`src/rtl/operand_feeder.sv`:
```
// Operand feeder: queues operand pairs in a small FIFO, drives each pair to a combinational
// block for HOLD cycles, then captures the block's result with a one-cycle valid strobe.
module operand_feeder #(
   parameter int unsigned W     = 3,
   parameter int unsigned DEPTH = 4,
   parameter int unsigned HOLD  = 10
) (
   input  logic                   clk,
   input  logic                   rst,
   input  logic                   in_valid,
   output logic                   in_ready,
   input  logic [W-1:0]           in_a,
   input  logic [W-1:0]           in_b,
   output logic [W-1:0]           a_out,
   output logic [W-1:0]           b_out,
   input  logic [W-1:0]           c_in,
   output logic [W-1:0]           res_c,
   output logic                   res_valid,
   output logic                   busy,
   output logic [$clog2(DEPTH):0] count
);

   localparam int unsigned AW = $clog2(DEPTH);
   localparam int unsigned CW = AW + 1;
   localparam int unsigned HW = (HOLD > 1) ? $clog2(HOLD) : 1;

   typedef enum logic [1:0] {StIdle, StDrive, StCapture} state_e;

   state_e         state_q, state_d;
   logic [AW-1:0]  wr_ptr_q, rd_ptr_q;
   logic [CW-1:0]  count_q, count_d;
   logic [HW-1:0]  hold_cnt_q, hold_cnt_d;
   logic [W-1:0]   a_q, b_q, res_c_q;
   logic           res_valid_q;
   logic [2*W-1:0] mem_q [DEPTH];
   logic           push, pop;

   // Ready looks only at registered occupancy, so a same-cycle pop never frees a full slot.
   assign in_ready = (count_q != CW'(DEPTH));
   assign push     = in_valid && in_ready;
   assign pop      = (state_q == StIdle) && (count_q != '0);

   always_comb begin
      state_d    = state_q;
      hold_cnt_d = hold_cnt_q;
      unique case (state_q)
         StIdle: begin
            if (pop) begin
               state_d    = StDrive;
               hold_cnt_d = HW'(HOLD - 1);
            end
         end
         StDrive: begin
            if (hold_cnt_q == '0) begin
               state_d = StCapture;
            end else begin
               hold_cnt_d = hold_cnt_q - HW'(1);
            end
         end
         StCapture: state_d = StIdle;
         default:   state_d = StIdle;
      endcase
   end

   always_comb begin
      count_d = count_q;
      if (push && !pop) begin
         count_d = count_q + CW'(1);
      end else if (pop && !push) begin
         count_d = count_q - CW'(1);
      end
   end

   always_ff @(posedge clk) begin
      if (rst) begin
         state_q     <= StIdle;
         wr_ptr_q    <= '0;
         rd_ptr_q    <= '0;
         count_q     <= '0;
         hold_cnt_q  <= '0;
         a_q         <= '0;
         b_q         <= '0;
         res_c_q     <= '0;
         res_valid_q <= 1'b0;
      end else begin
         state_q     <= state_d;
         hold_cnt_q  <= hold_cnt_d;
         count_q     <= count_d;
         res_valid_q <= (state_q == StCapture);
         if (push) begin
            wr_ptr_q <= wr_ptr_q + AW'(1);
         end
         if (pop) begin
            rd_ptr_q   <= rd_ptr_q + AW'(1);
            {a_q, b_q} <= mem_q[rd_ptr_q];
         end
         if (state_q == StCapture) begin
            res_c_q <= c_in;
         end
      end
   end

   // Storage needs no reset: the pointers and count alone define which entries are live.
   always_ff @(posedge clk) begin
      if (!rst && push) begin
         mem_q[wr_ptr_q] <= {in_a, in_b};
      end
   end

   assign a_out     = a_q;
   assign b_out     = b_q;
   assign res_c     = res_c_q;
   assign res_valid = res_valid_q;
   assign busy      = (state_q != StIdle);
   assign count     = count_q;

endmodule

```
`config.mk`:
```
export PLATFORM = sky130hd
export DESIGN_NAME = operand_feeder
export DESIGN_NICKNAME = d
export VERILOG_FILES = /design/src/rtl/operand_feeder.sv
export SDC_FILE = /design/constraint.sdc
export NUM_CORES = 1
export LEC_CHECK = 0
export BUFFER_PORTS_ARGS = -buffer_cell sky130_fd_sc_hd__buf_2
export CORE_MARGIN = 3
export CORE_UTILIZATION = 40
export DETAILED_ROUTE_END_ITERATION = 10
export SLEW_MARGIN = 5
export SYNTH_ARGS = -nofsm -noshare
export SYNTH_HDL_FRONTEND = slang
export SYNTH_SLANG_ARGS = --single-unit
```
`constraint.sdc`:
```
create_clock -name clk -period 2.66 [get_ports clk]
set_input_delay 0.266 -clock clk [delete_from_list [all_inputs] [get_ports clk]]
set_output_delay 0.266 -clock clk [all_outputs]
set_load 0.05 [all_outputs]
```
Word-level counts from Yosys, hierarchy flattened --
Memory sizes are Yosys's and may differ from the RTL's. A register that Yosys moved wholly into a read port is not among the register bits. Index checks and enable logic that the tools add are counted.
Operators by class: add/subtract/negate cells 5, equal/unequal tests 6, multiplexer cells 10, reduce and logical (&&, ||, !) cells 16
Operators by type and width (number):
- 4-bit 2-to-1 mux | 2
- 4-bit one-hot mux with 2 select lines | 1
- 3-bit 2-to-1 mux | 2
- 2-bit != test (second input constant) | 3
- 2-bit nonzero test | 3
- 1-bit logical AND | 5
- 2-bit by 1-bit adder with 2-bit output (second input constant) | 2
- 4-bit zero test | 1
- 2-bit 2-to-1 mux | 2
- 2-bit one-hot mux with 2 select lines | 1
- 4-bit by 1-bit subtractor with 4-bit output (second input constant) | 1
- 3-bit by 1-bit adder with 3-bit output (second input constant) | 1
- 1-bit zero test | 3
- 3-bit != test (second input constant) | 1
- 3-bit AND reduction | 1
- 3-bit nonzero test | 1
- 3-bit by 1-bit subtractor with 3-bit output (second input constant) | 1
- 2-bit by 1-bit == test with 1-bit output (second input constant) | 1
- 2-bit == test (second input constant) | 1
- 2-bit zero test | 1
- 1-bit 2-to-1 mux | 2
- 2-bit AND reduction | 1
Word-level totals: register bits after elaboration 17, RAM bits 24, bits of input ports 12, output and inout port bits 15, logic and storage cells 45, memories kept 1
Memory list:
- mem_q | depth 4, width 6, rd ports 1, clocked after Yosys merged registers in 1, wr ports 1, line 35 | logic [2*W-1:0] mem_q [DEPTH];

Logic depth before layout (Yosys ltp) --
Gate-level depths: netlist of run 1.
word-level depth 6, gate-level depth with buffers 9

Worst setup path after synthesis of run 1 --
Ideal clock, no wire load.
path type register -> register, start point register count_q[0] (netlist: count[0]), end point register count_q[2] (netlist: count[2]), library setup time 0.070 ns, arrival 2.375 ns, data required time 2.590 ns, path slack 0.215 ns, cell stages (with the launch flop) 10, buffers on the path 1, cell sequence dfxtp_1 -> or3_1 -> buf_2 -> nand2_1 -> ha_1 -> inv_1 -> fa_1 -> xor2_1 -> or3_1 -> a21oi_1
Between the ends: word-level cells in the longest chain between the ends 5
Ends and longest elaborated chain:
- from (decl) | line 31 | logic [CW-1:0] count_q, count_d;
- from (signal assigned) | line 88 | count_q <= count_d;
- parallel branches: the longest is 5 deep, another holds 3-bit by 1-bit subtractor with 3-bit output
Several ways; the timed one is not identified. The select of a mux whose other input is x is not followed. A chain may end at the register's enable or synchronous reset.

Worst setup path after layout of run 1 --
Same ends and word-level chain as after synthesis.

==> results.sh, run 1 <==
export IMPL_crit_chain="or3_1, nand2_1, ha_1, inv_1, fa_1, xor2_1, or3_1, a21oi_1"
export IMPL_drt_iter0_markers=85
export IMPL_setup_viol=0
export IMPL_clock_skew_ns=0.005165
export IMPL_synth_cell_type_count=30
export IMPL_arrival_ns=2.54
export IMPL_synthCells=154
export IMPL_syn_to_final_growth_pct=14.29
export IMPL_place_congestion=0.8339
export IMPL_layout_drive_gt1_share=0.2514
export IMPL_vdd_drop_max_mv=0.4266
export IMPL_busiest_layer="met2"
export IMPL_diodes=0
export IMPL_gr_total_overflow=0
export IMPL_die_w_um=75.70
export IMPL_synth_area_um2=1943
export IMPL_tritoncts="yes"
export IMPL_synth_flop_cell="edfxtp_1"
export IMPL_place_area_um2=2137
export IMPL_synth_top_family_by_area="simple AND/OR/NAND/NOR gates"
export IMPL_p_sw_frac=0.4129
export IMPL_numCtsBuffers=5
export IMPL_tightest_slew_ns=0.8638
export IMPL_outcome="finished clean"
export IMPL_slowest_stage="or3_1"
export IMPL_grt_max_degree=26
export IMPL_cts_root_buf="clkbuf_8"
export IMPL_antenna_found_initial=0
export IMPL_clock_latency_ns=0.29
export IMPL_critPathBufInv=1
export IMPL_fill_cells=426
export IMPL_clkSinkCount=47
export IMPL_synthSimpleGateAreaFrac=0.1198
export IMPL_clock_path_buffers=2
export IMPL_multi_input_area_um2=703.2
export IMPL_pwr_share_comb=0.417
export IMPL_drv_cap=0
export IMPL_cp_max_fo=6
export IMPL_via_count=1231
export IMPL_end_kind="flip-flop"
export IMPL_fmax_mhz=430.8
export IMPL_maxSlewHeadroom=0.4197
export IMPL_use_met3=0.04222
export IMPL_avgSynthCellArea_um2=12.62
export IMPL_synthMuxAreaShare=0.09594
export IMPL_wire_per_inst_um=14.16
export IMPL_p_leak_nw=0.8435
export IMPL_die_h_um=75.70
export IMPL_layout_commonest_cell="buf_2"
export IMPL_fin_tns_setup_ns=0
export IMPL_pin_count=27
export IMPL_rsz0062_at_grt="false"
export IMPL_cts_setup_buffers=0
export IMPL_cp_top_family="simple AND/OR/NAND/NOR gates"
export IMPL_cts_resized=0
export IMPL_synth_xor_area_share=0.009015
export IMPL_synth_edff_count=24
export IMPL_design_die_area_um2=5730
export IMPL_hold_buffers=0
export IMPL_grt_pass1_wl_mm=5.609
export IMPL_met2_usage=0.2311
export IMPL_drc_errors=0
export IMPL_cellPowerDensity_nw_per_um2=1094
export IMPL_async_flop_share=0
export IMPL_final_cell_area_um2=2221
export IMPL_finalCritPeriodShare=0.8726
export IMPL_grt_pass1_vias=1230
export IMPL_final_cell_mix="26 x buf_2, 24 x edfxtp_1, 23 x dfxtp_1, 12 x o21ai_0, 12 x a21oi_1"
export IMPL_synth_seq_cells=47
export IMPL_first_pass_iters=4
export IMPL_hold_viol_final=0
export IMPL_switchingPower_mw=1.003
export IMPL_grt_util_all_layers=0.1380
export IMPL_use_met1=0.1608
export IMPL_coreArea_um2=4534
export IMPL_internal_power_mw=1.426
export IMPL_seqCellArea_um2=1181
export IMPL_synth_compound_area_share=0.08178
export IMPL_htreeDepth=2
export IMPL_synth_fp_nets=174
export IMPL_maxSlewViolCount=0
export IMPL_critPathKind="reg2reg"
export IMPL_finalCriticalPeriod_ns=2.321
export IMPL_hold_path_class="in2reg"
export IMPL_start_kind="flip-flop"
export IMPL_fin_nets=202
export IMPL_finalPower_mw=2.429
export IMPL_seqPwrFrac=0.417
export IMPL_cts_clk_slew_worst_paths_ns=0.08
export IMPL_routed_wirelength_mm=3.511
export IMPL_crit_required_ns=2.88
export IMPL_ys_seq_area_frac=0.6079
export IMPL_viasPerCell=4.964
export IMPL_ys_warn_count=0
export IMPL_synth_adder_area_share=0.05538
export IMPL_pwr_share_clk=0.166
export IMPL_initial_core_util=0.4285
export IMPL_row_count=24
export IMPL_cpMostUsedCell="or3_1"
export IMPL_fin_util=0.4898
export IMPL_final_antenna_net_count=0
export IMPL_slowest_delay_ns=0.39
export IMPL_hpwl_mm=2.576
export IMPL_numPortBuffers=26
-- power by group through the flow --
stage | Clock, mW | Combinational, mW | Sequential (mW)
2_1_floorplan | 0 | 0.624 | 1.18
3_3_place_gp | 0 | 0.998 | 1.02
3_5_place_dp | 0 | 1.02 | 1.03
4_1_cts | 0.417 | 1.03 | 1.02
5_1_grt | 0.442 | 1.13 | 1.04
6_report | 0.404 | 1.01 | 1.01
-- kinds of logic after synthesis --
kind of cell | after synthesis
muxes | 11
adders and majority gates | 8
AOI/OAI and AO/OA | 29
xor gates and xnor gates | 2
and+or+nand+nor | 42
DFF | 47
buffers and inverters | 15
-- area by class of cell --
type,instances,area share
repair buffers,27,0.06197
clock buffers,5,0.03099
clock inverters,3,0.006761
well taps,65,0.03662
flip-flops and latches,47,0.5318
inverters,9,0.01521
multi-input cells,92,0.3166
-- Yosys cell counts (all sizes together), types with 3 or more instances --
cell / instances / area share
nand3: 9 / 0.023
ha: 7 / 0.045
nor2: 8 / 0.017
or3: 5 / 0.016
nor2b: 5 / 0.016
inv: 9 / 0.017
edfxtp: 24 / 0.37
and2: 4 / 0.013
mux4: 6 / 0.070
a21oi: 12 / 0.031
mux2i: 4 / 0.021
dfxtp: 23 / 0.24
nor3: 3 / 0.0077
o21ai: 12 / 0.031
clkbuf: 4 / 0.0077
-- path summary, 6_finish.rpt --
kind                 start     endpoint  slack [ns]  depth (start not counted)
setup / recovery  count[0]     count[2]        0.34                          8
hold / removal     in_b[2]  mem_q[0][2]        0.19                          1
setup reg to reg  count[0]     count[2]        0.34                          8
hold reg to reg   a_out[0]     a_out[0]        0.49                          2
-- per-layer routing --
metal  wire (µm)  part of all wire
met1        1458              0.42
met2        1847              0.53
met3         140             0.040
met4          65             0.019
met5           0                 0
-- stage by stage --
| step | setup WS (ns) | instances | hold slack (ns) |
|---|---|---|---|
| after floorplan | 0.2150 | 154 | 0.3649 |
| after global placement | 0.4951 | 240 | 0.4638 |
| after detailed placement | 0.3498 | 240 | 0.4796 |
| after CTS | 0.3130 | 248 | 0.1719 |
| after global routing | 0.1852 | 248 | 0.1734 |
| final | 0.3390 | 248 | 0.1851 |
-- registers in the layout, summed over array words and instances, names as in the netlist --
signal	flops
wr_ptr_q	2
hold_cnt_q	4
state_q	2
mem_q	24
rd_ptr_q	2
a_out	3
count	3
res_c	3
res_valid	1
b_out	3
-- worst reg2reg max path, delay by kind of cell (launching register included) --
family          cells  cell delay [ns]
xor+xnor            1             0.19
simple gates        3             0.86
flops               1             0.38
compound gates      1             0.16
buf+inv             1             0.06
fa+ha+maj           2             0.61
Power figures use the tool's default switching activity.
==> run 2: changes to the inputs <==
- ABC_AREA: unset -> 1
- HOLD_SLACK_MARGIN: unset -> 0.05
==> run 2 against run 1 <==
Fmax up 25%. Utilization decreased by 1.3 points. Hold slack worse by 0.0090 ns. Synthesized area increased by 3.5%. Sequential share of layout area decreased by 1.4 points. Wire length decreased by 1.7%. Via count grew 13%. Cell count up 24%.
==> results.sh, run 2 <==
export IMPL_end_kind="flip-flop"
export IMPL_maxSlewHeadroom=0.5917
export IMPL_regMostFlops="mem_q"
export IMPL_cpMostUsedCell="inv_1"
export IMPL_reg_top3="mem_q (24), hold_cnt_q (4)"
export IMPL_synthSimpleGateAreaFrac=0.1748
export IMPL_cts_setup_buffers=0
export IMPL_synthMuxAreaShare=0
export IMPL_cts_root_buf="clkbuf_8"
export IMPL_viasPerCell=4.524
export IMPL_synth_top_family_by_area="simple AND/OR/NAND/NOR gates"
export IMPL_wire_per_inst_um=11.24
export IMPL_final_antenna_net_count=0
export IMPL_hold_depth=1
export IMPL_hpwl_mm=2.393
export IMPL_row_count=25
export IMPL_first_pass_iters=4
export IMPL_finalCritPeriodShare=0.6991
export IMPL_r2r_cells=11
export IMPL_outcome="finished clean"
export IMPL_r2r_start="count[1]"
export IMPL_drt_iter0_markers=66
export IMPL_ys_warn_count=0
export IMPL_synth_compound_area_share=0.1057
export IMPL_maxSlewViolCount=0
export IMPL_slowest_stage="fa_1"
export IMPL_synth_area_um2=2012
export IMPL_clock_path_buffers=2
export IMPL_ys_seq_area_frac=0.5871
export IMPL_synth_fp_nets=232
export IMPL_layout_drive_gt1_share=0.2000
export IMPL_grt_util_all_layers=0.1241
export IMPL_async_flop_share=0
export IMPL_tritoncts="yes"
export IMPL_place_ws_ns=0.8280
export IMPL_cts_clk_slew_worst_paths_ns=0.09
export IMPL_hp_start="in_a[0]"
export IMPL_cp_max_fo=16
export IMPL_synthCells=212
export IMPL_arrival_ns=2.10
export IMPL_reg2reg_to="count[2]"
export IMPL_whs_endpoint="mem_q[2][3]"
export IMPL_drv_cap=0
export IMPL_synth_xor_area_share=0.004353
export IMPL_synth_flop_cell="edfxtp_1"
export IMPL_finalCriticalPeriod_ns=1.860
export IMPL_cp_top_family="adder cells"
export IMPL_cts_resized=0
export IMPL_critPathBufInv=3
export IMPL_vdd_drop_max_mv=0.4548
export IMPL_routed_wirelength_mm=3.450
export IMPL_rsz0062_at_grt="false"
export IMPL_syn_to_final_growth_pct=13.43
export IMPL_place_congestion=0.7778
export IMPL_p_leak_nw=0.9495
export IMPL_largest_register_ffs=24
export IMPL_fin_nets=259
export IMPL_numCtsBuffers=5
export IMPL_hold_viol_final=0
export IMPL_crit_required_ns=2.90
export IMPL_fin_tns_setup_ns=0
export IMPL_grt_max_degree=18
export IMPL_die_w_um=76.92
export IMPL_critPathKind="reg2reg"
export IMPL_clkSinkCount=47
export IMPL_numPortBuffers=26
export IMPL_slowest_delay_ns=0.37
export IMPL_cellPowerDensity_nw_per_um2=1157
export IMPL_fill_cells=469
export IMPL_coreArea_um2=4786
export IMPL_drc_errors=0
export IMPL_grt_pass1_wl_mm=5.706
export IMPL_via_count=1389
export IMPL_synth_edff_count=24
export IMPL_hold_path_class="in2reg"
export IMPL_layout_commonest_cell="nor2_1"
export IMPL_synth_top_area_frac=0.3582
export IMPL_grt_pass1_vias=1269
export IMPL_setup_slack_ns=0.8004
export IMPL_die_h_um=76.92
export IMPL_whs_ns=0.1761
export IMPL_yosysMostFrequentCell="nor2_1"
export IMPL_synth_adder_area_share=0.05348
export IMPL_clock_skew_ns=0.005662
export IMPL_tightest_slew_ns=0.6102
export IMPL_gr_total_overflow=0
export IMPL_pin_count=27
export IMPL_htreeDepth=2
export IMPL_synth_cell_type_count=23
export IMPL_design_die_area_um2=5917
export IMPL_setup_viol=0
export IMPL_avgSynthCellArea_um2=9.490
export IMPL_final_cell_mix="54 x nor2_1, 26 x buf_2, 24 x edfxtp_1, 23 x dfxtp_1"
export IMPL_start_kind="flip-flop"
export IMPL_synth_common_cells="54 x nor2_1, 24 x edfxtp_1, 23 x dfxtp_1"
export IMPL_diodes=0
export IMPL_crit_chain="inv_1, nand3_1, nand2_4, ha_1, inv_1, fa_1, inv_1, a21oi_1, nand2_1, o21ai_0, a21oi_1"
export IMPL_fmax_mhz=537.8
export IMPL_initial_core_util=0.4204
export IMPL_synth_area_top_cells="edfxtp_1 36%, dfxtp_1 23%, nor2_1 10%, o21ai_0 4.5%, ha_1 4.4%"
export IMPL_antenna_found_initial=0
export IMPL_hold_buffers=0
export IMPL_reg2reg_slack_ns=0.80
export IMPL_synth_largest_area_cell="edfxtp_1"
export IMPL_clock_latency_ns=0.30
export IMPL_synth_seq_cells=47
==> run 2: changes by cell type after synthesis, moves of 6 or more <==
| cell | previous run | this run |
|---|---|---|
| mux4_2 | 6 | 0 |
| o21ai_1 | 0 | 11 |
| nor2_1 | 7 | 54 |
| nand2_1 | 2 | 16 |
| o21ai_0 | 12 | 18 |
| inv_1 | 8 | 18 |
==> run 2: where the power goes <==
part | leakage, nW | switching (mW) | internal [mW]
registers | 0.407 | 0.110 | 0.897
clock network | 0.0587 | 0.250 | 0.285
logic | 0.483 | 0.780 | 0.319
==> run 2: how the worst max path moves through the flow <==
stage | start | to | cells after the start | slack [ns]
after global placement | count[1] | count[2] | 11 | 0.86
after detailed placement | count[0] | count[2] | 11 | 0.83
final | count[1] | count[2] | 11 | 0.80
after CTS | count[0] | count[2] | 11 | 0.81
after global routing | count[0] | count[2] | 10 | 0.62
after floorplan | count[1] | count[2] | 11 | 0.12
==> run 2: routing by layer <==
metal / wire length, µm / up-vias / GRT usage
met3: 134 / 5 / 0.03286
met4: 53 / 0 / 0.05435
li1: - / 744 / -
met2: 1542 / 23 / 0.1960
met1: 1719 / 617 / 0.1596
met5: 0 / - / 0
==> run 2: worst reg2reg max path, cell delays in order, from the launching register on <==
cell and delay (ns):
dfxtp_1 0.34, inv_1 0.10, nand3_1 0.13, nand2_4 0.19, ha_1 0.20, inv_1 0.06, fa_1 0.37, inv_1 0.07
a21oi_1 0.06, nand2_1 0.07, o21ai_0 0.07, a21oi_1 0.12
==> run 2: final cells by class <==
class,count,area (µm²),share of cell area
Clock buffer,5,68.82,0.03015
Clock inverter,3,47.55,0.02083
Inverter,24,90.09,0.03947
Multi-Input combinational cell,135,680.7,0.2982
Sequential cell,47,1181,0.5175
Tap cell,67,83.83,0.03673
Timing Repair Buffer,26,130.1,0.05702
==> run 2: logic make-up after synthesis <==
group           Yosys count
simple gates             85
flops                    47
compound gates           41
buf+inv                  30
fa+ha+maj                 8
xor+xnor                  1
==> run 2: per-stage QoR <==
stage	instances	util	total power [mW]	cell area, µm²
after floorplan	212	-	1.970	2012
after global placement	299	0.4525	2.114	2166
after detailed placement	299	0.4525	2.129	2166
after CTS	307	0.4769	2.663	2282
after global routing	307	0.4769	2.846	2282
final	307	0.4769	2.641	2282
==> run 3: changes to the inputs <==
- clock period: 2.66 -> 1.5 ns (I/O delays scaled with it)
==> run 3 against run 2 <==
The flow now finishes with violations (negative setup slack). Largest power group unchanged. Clock skew fell by 0.00051 ns. Cell count rose by 6.8%. Via count up 5.0%.
==> results.sh, run 3 (synthesized netlist as in run 2, its figures left out) <==
export IMPL_maxSlewHeadroom=0.8284
export IMPL_die_w_um=76.92
export IMPL_stdcell_count=328
export IMPL_rsz0062_at_grt="true"
export IMPL_tightest_slew_ns=0.2592
export IMPL_hp_start="in_a[0]"
export IMPL_finalCriticalPeriod_ns=1.547
export IMPL_largest_register_ffs=24
export IMPL_internal_power_mw=3.029
export IMPL_r2r_start="count[0]"
export IMPL_violations="negative setup slack"
export IMPL_fin_nets=280
export IMPL_drv_cap=0
export IMPL_vdd_drop_max_mv=0.7785
export IMPL_grt_util_all_layers=0.1388
export IMPL_finalCritPeriodShare=1.032
export IMPL_crit_required_ns=1.69
export IMPL_p_sw_frac=0.4195
export IMPL_syn_to_final_growth_pct=26.37
export IMPL_via_count=1459
export IMPL_drt_iter0_markers=67
export IMPL_whs_endpoint="mem_q[0][3]"
export IMPL_setup_slack_ns=-0.04728
export IMPL_pin_count=27
export IMPL_cts_clk_slew_worst_paths_ns=0.08
export IMPL_row_count=25
export IMPL_place_congestion=0.7700
export IMPL_grt_pass1_vias=1323
export IMPL_hold_viol_final=0
export IMPL_dp_cells=314
export IMPL_tritoncts="yes"
export IMPL_final_cell_mix="50 x nor2_1, 26 x buf_2, 24 x edfxtp_1, 21 x buf_4, 20 x dfxtp_1"
export IMPL_clock_skew_ns=0.005156
export IMPL_layout_drive_gt1_share=0.3487
export IMPL_finalPower_mw=5.218
export IMPL_numCtsBuffers=5
export IMPL_seqPwrFrac=0.336
export IMPL_arrival_ns=1.74
export IMPL_final_antenna_net_count=0
export IMPL_reg2reg_slack_ns=-0.05
export IMPL_antenna_found_initial=0
export IMPL_layout_commonest_cell="nor2_1"
export IMPL_fmax_mhz=646.3
export IMPL_pwr_share_clk=0.175
export IMPL_reg2reg_to="count[1]"
export IMPL_switchingPower_mw=2.189
export IMPL_setup_viol=2
export IMPL_cp_max_fo=3
export IMPL_critPathKind="reg2reg"
export IMPL_outcome="complete, but fails checks"
export IMPL_gr_total_overflow=0
export IMPL_htreeDepth=2
export IMPL_hold_buffers=0
export IMPL_end_kind="flip-flop"
export IMPL_cts_root_buf="clkbuf_8"
export IMPL_clock_latency_ns=0.29
export IMPL_hold_depth=1
export IMPL_reg_top3="mem_q (24), hold_cnt_q (4)"
export IMPL_initial_core_util=0.4204
export IMPL_die_h_um=76.92
export IMPL_fin_util=0.5312
export IMPL_coreArea_um2=4786
export IMPL_grt_pass1_wl_mm=6.444
export IMPL_maxSlewViolCount=0
export IMPL_numPortBuffers=26
export IMPL_clock_path_buffers=2
export IMPL_hold_path_class="in2reg"
export IMPL_grt_max_degree=17
export IMPL_cellPowerDensity_nw_per_um2=2052
export IMPL_design_die_area_um2=5917
export IMPL_hpwl_mm=2.752
export IMPL_pwr_share_comb=0.489
export IMPL_wire_per_inst_um=11.80
export IMPL_clkSinkCount=47
export IMPL_diodes=0
export IMPL_start_kind="flip-flop"
export IMPL_first_pass_iters=4
export IMPL_p_leak_nw=1.062
export IMPL_routed_wirelength_mm=3.869
export IMPL_regMostFlops="mem_q"
export IMPL_r2r_cells=9
export IMPL_viasPerCell=4.448
export IMPL_drc_errors=0
[run 3: routing by layer]
layer  GRT usage  vias to the layer above  wire length, µm
met5           0                        -                0
met4     0.04348                        0               24
met3     0.04460                        2              167
met2      0.2082                       29             1712
met1      0.1900                      645             1964
li1            -                      783                -
[run 3: how the worst max path moves through the flow]
stage,endpoint,startpoint
CTS,count[1],count[1]
detailed placement,count[2],count[1]
finish,count[1],count[0]
global route,count[2],count[0]
global placement,count[2],count[1]
floorplan,count[1],count[0]
[run 3: layout make-up]
cell class | count | area (µm²)
Clock buffer | 5 | 68.82
Clock inverter | 3 | 43.79
Tap cell | 67 | 83.83
Sequential cell | 47 | 1192
Inverter | 24 | 100.1
Timing Repair Buffer | 47 | 287.8
Fill cell | 460 | 2243
Multi-Input combinational cell | 135 | 765.7
[run 3: timing repair]
item,4_1_cts,5_1_grt
buffers inserted,3,3
resized for setup,5,4
hold endpoints to repair,0,0
setup endpoints to repair,2,14
pin swaps,3,2
[run 3: worst max-delay path: stages, from the launching register on]
cell and delay (ns):
dfxtp_4 0.36, inv_4 0.07, nand3_4 0.08, nand2_4 0.09
inv_4 0.04, ha_4 0.15, inv_2 0.06, fa_2 0.43
o21ai_2 0.13, a21oi_1 0.04
[run 3: power by group through the flow]
stage	Sequential (mW)	Clock (mW)	Combinational (mW)
final	1.75	0.912	2.55
after global routing	1.79	1.01	2.85
after CTS	1.75	0.947	2.49
after detailed placement	1.78	0	2.37
after global placement	1.78	0	2.34
after floorplan	2.15	0	1.51
[run 3: through the flow]
step	hold slack (ns)	cell area, µm²	TNS, ns	setup WS [ns]
after CTS	0.06129	2509	-0.04150	-0.02135
after global routing	0.05439	2542	-0.2454	-0.1372
after global placement	0.3704	2360	0	0.008360
after floorplan	0.2489	2093	-1.537	-0.2591
after detailed placement	0.3745	2360	-0.03812	-0.02821
final	0.07131	2542	-0.07038	-0.04728
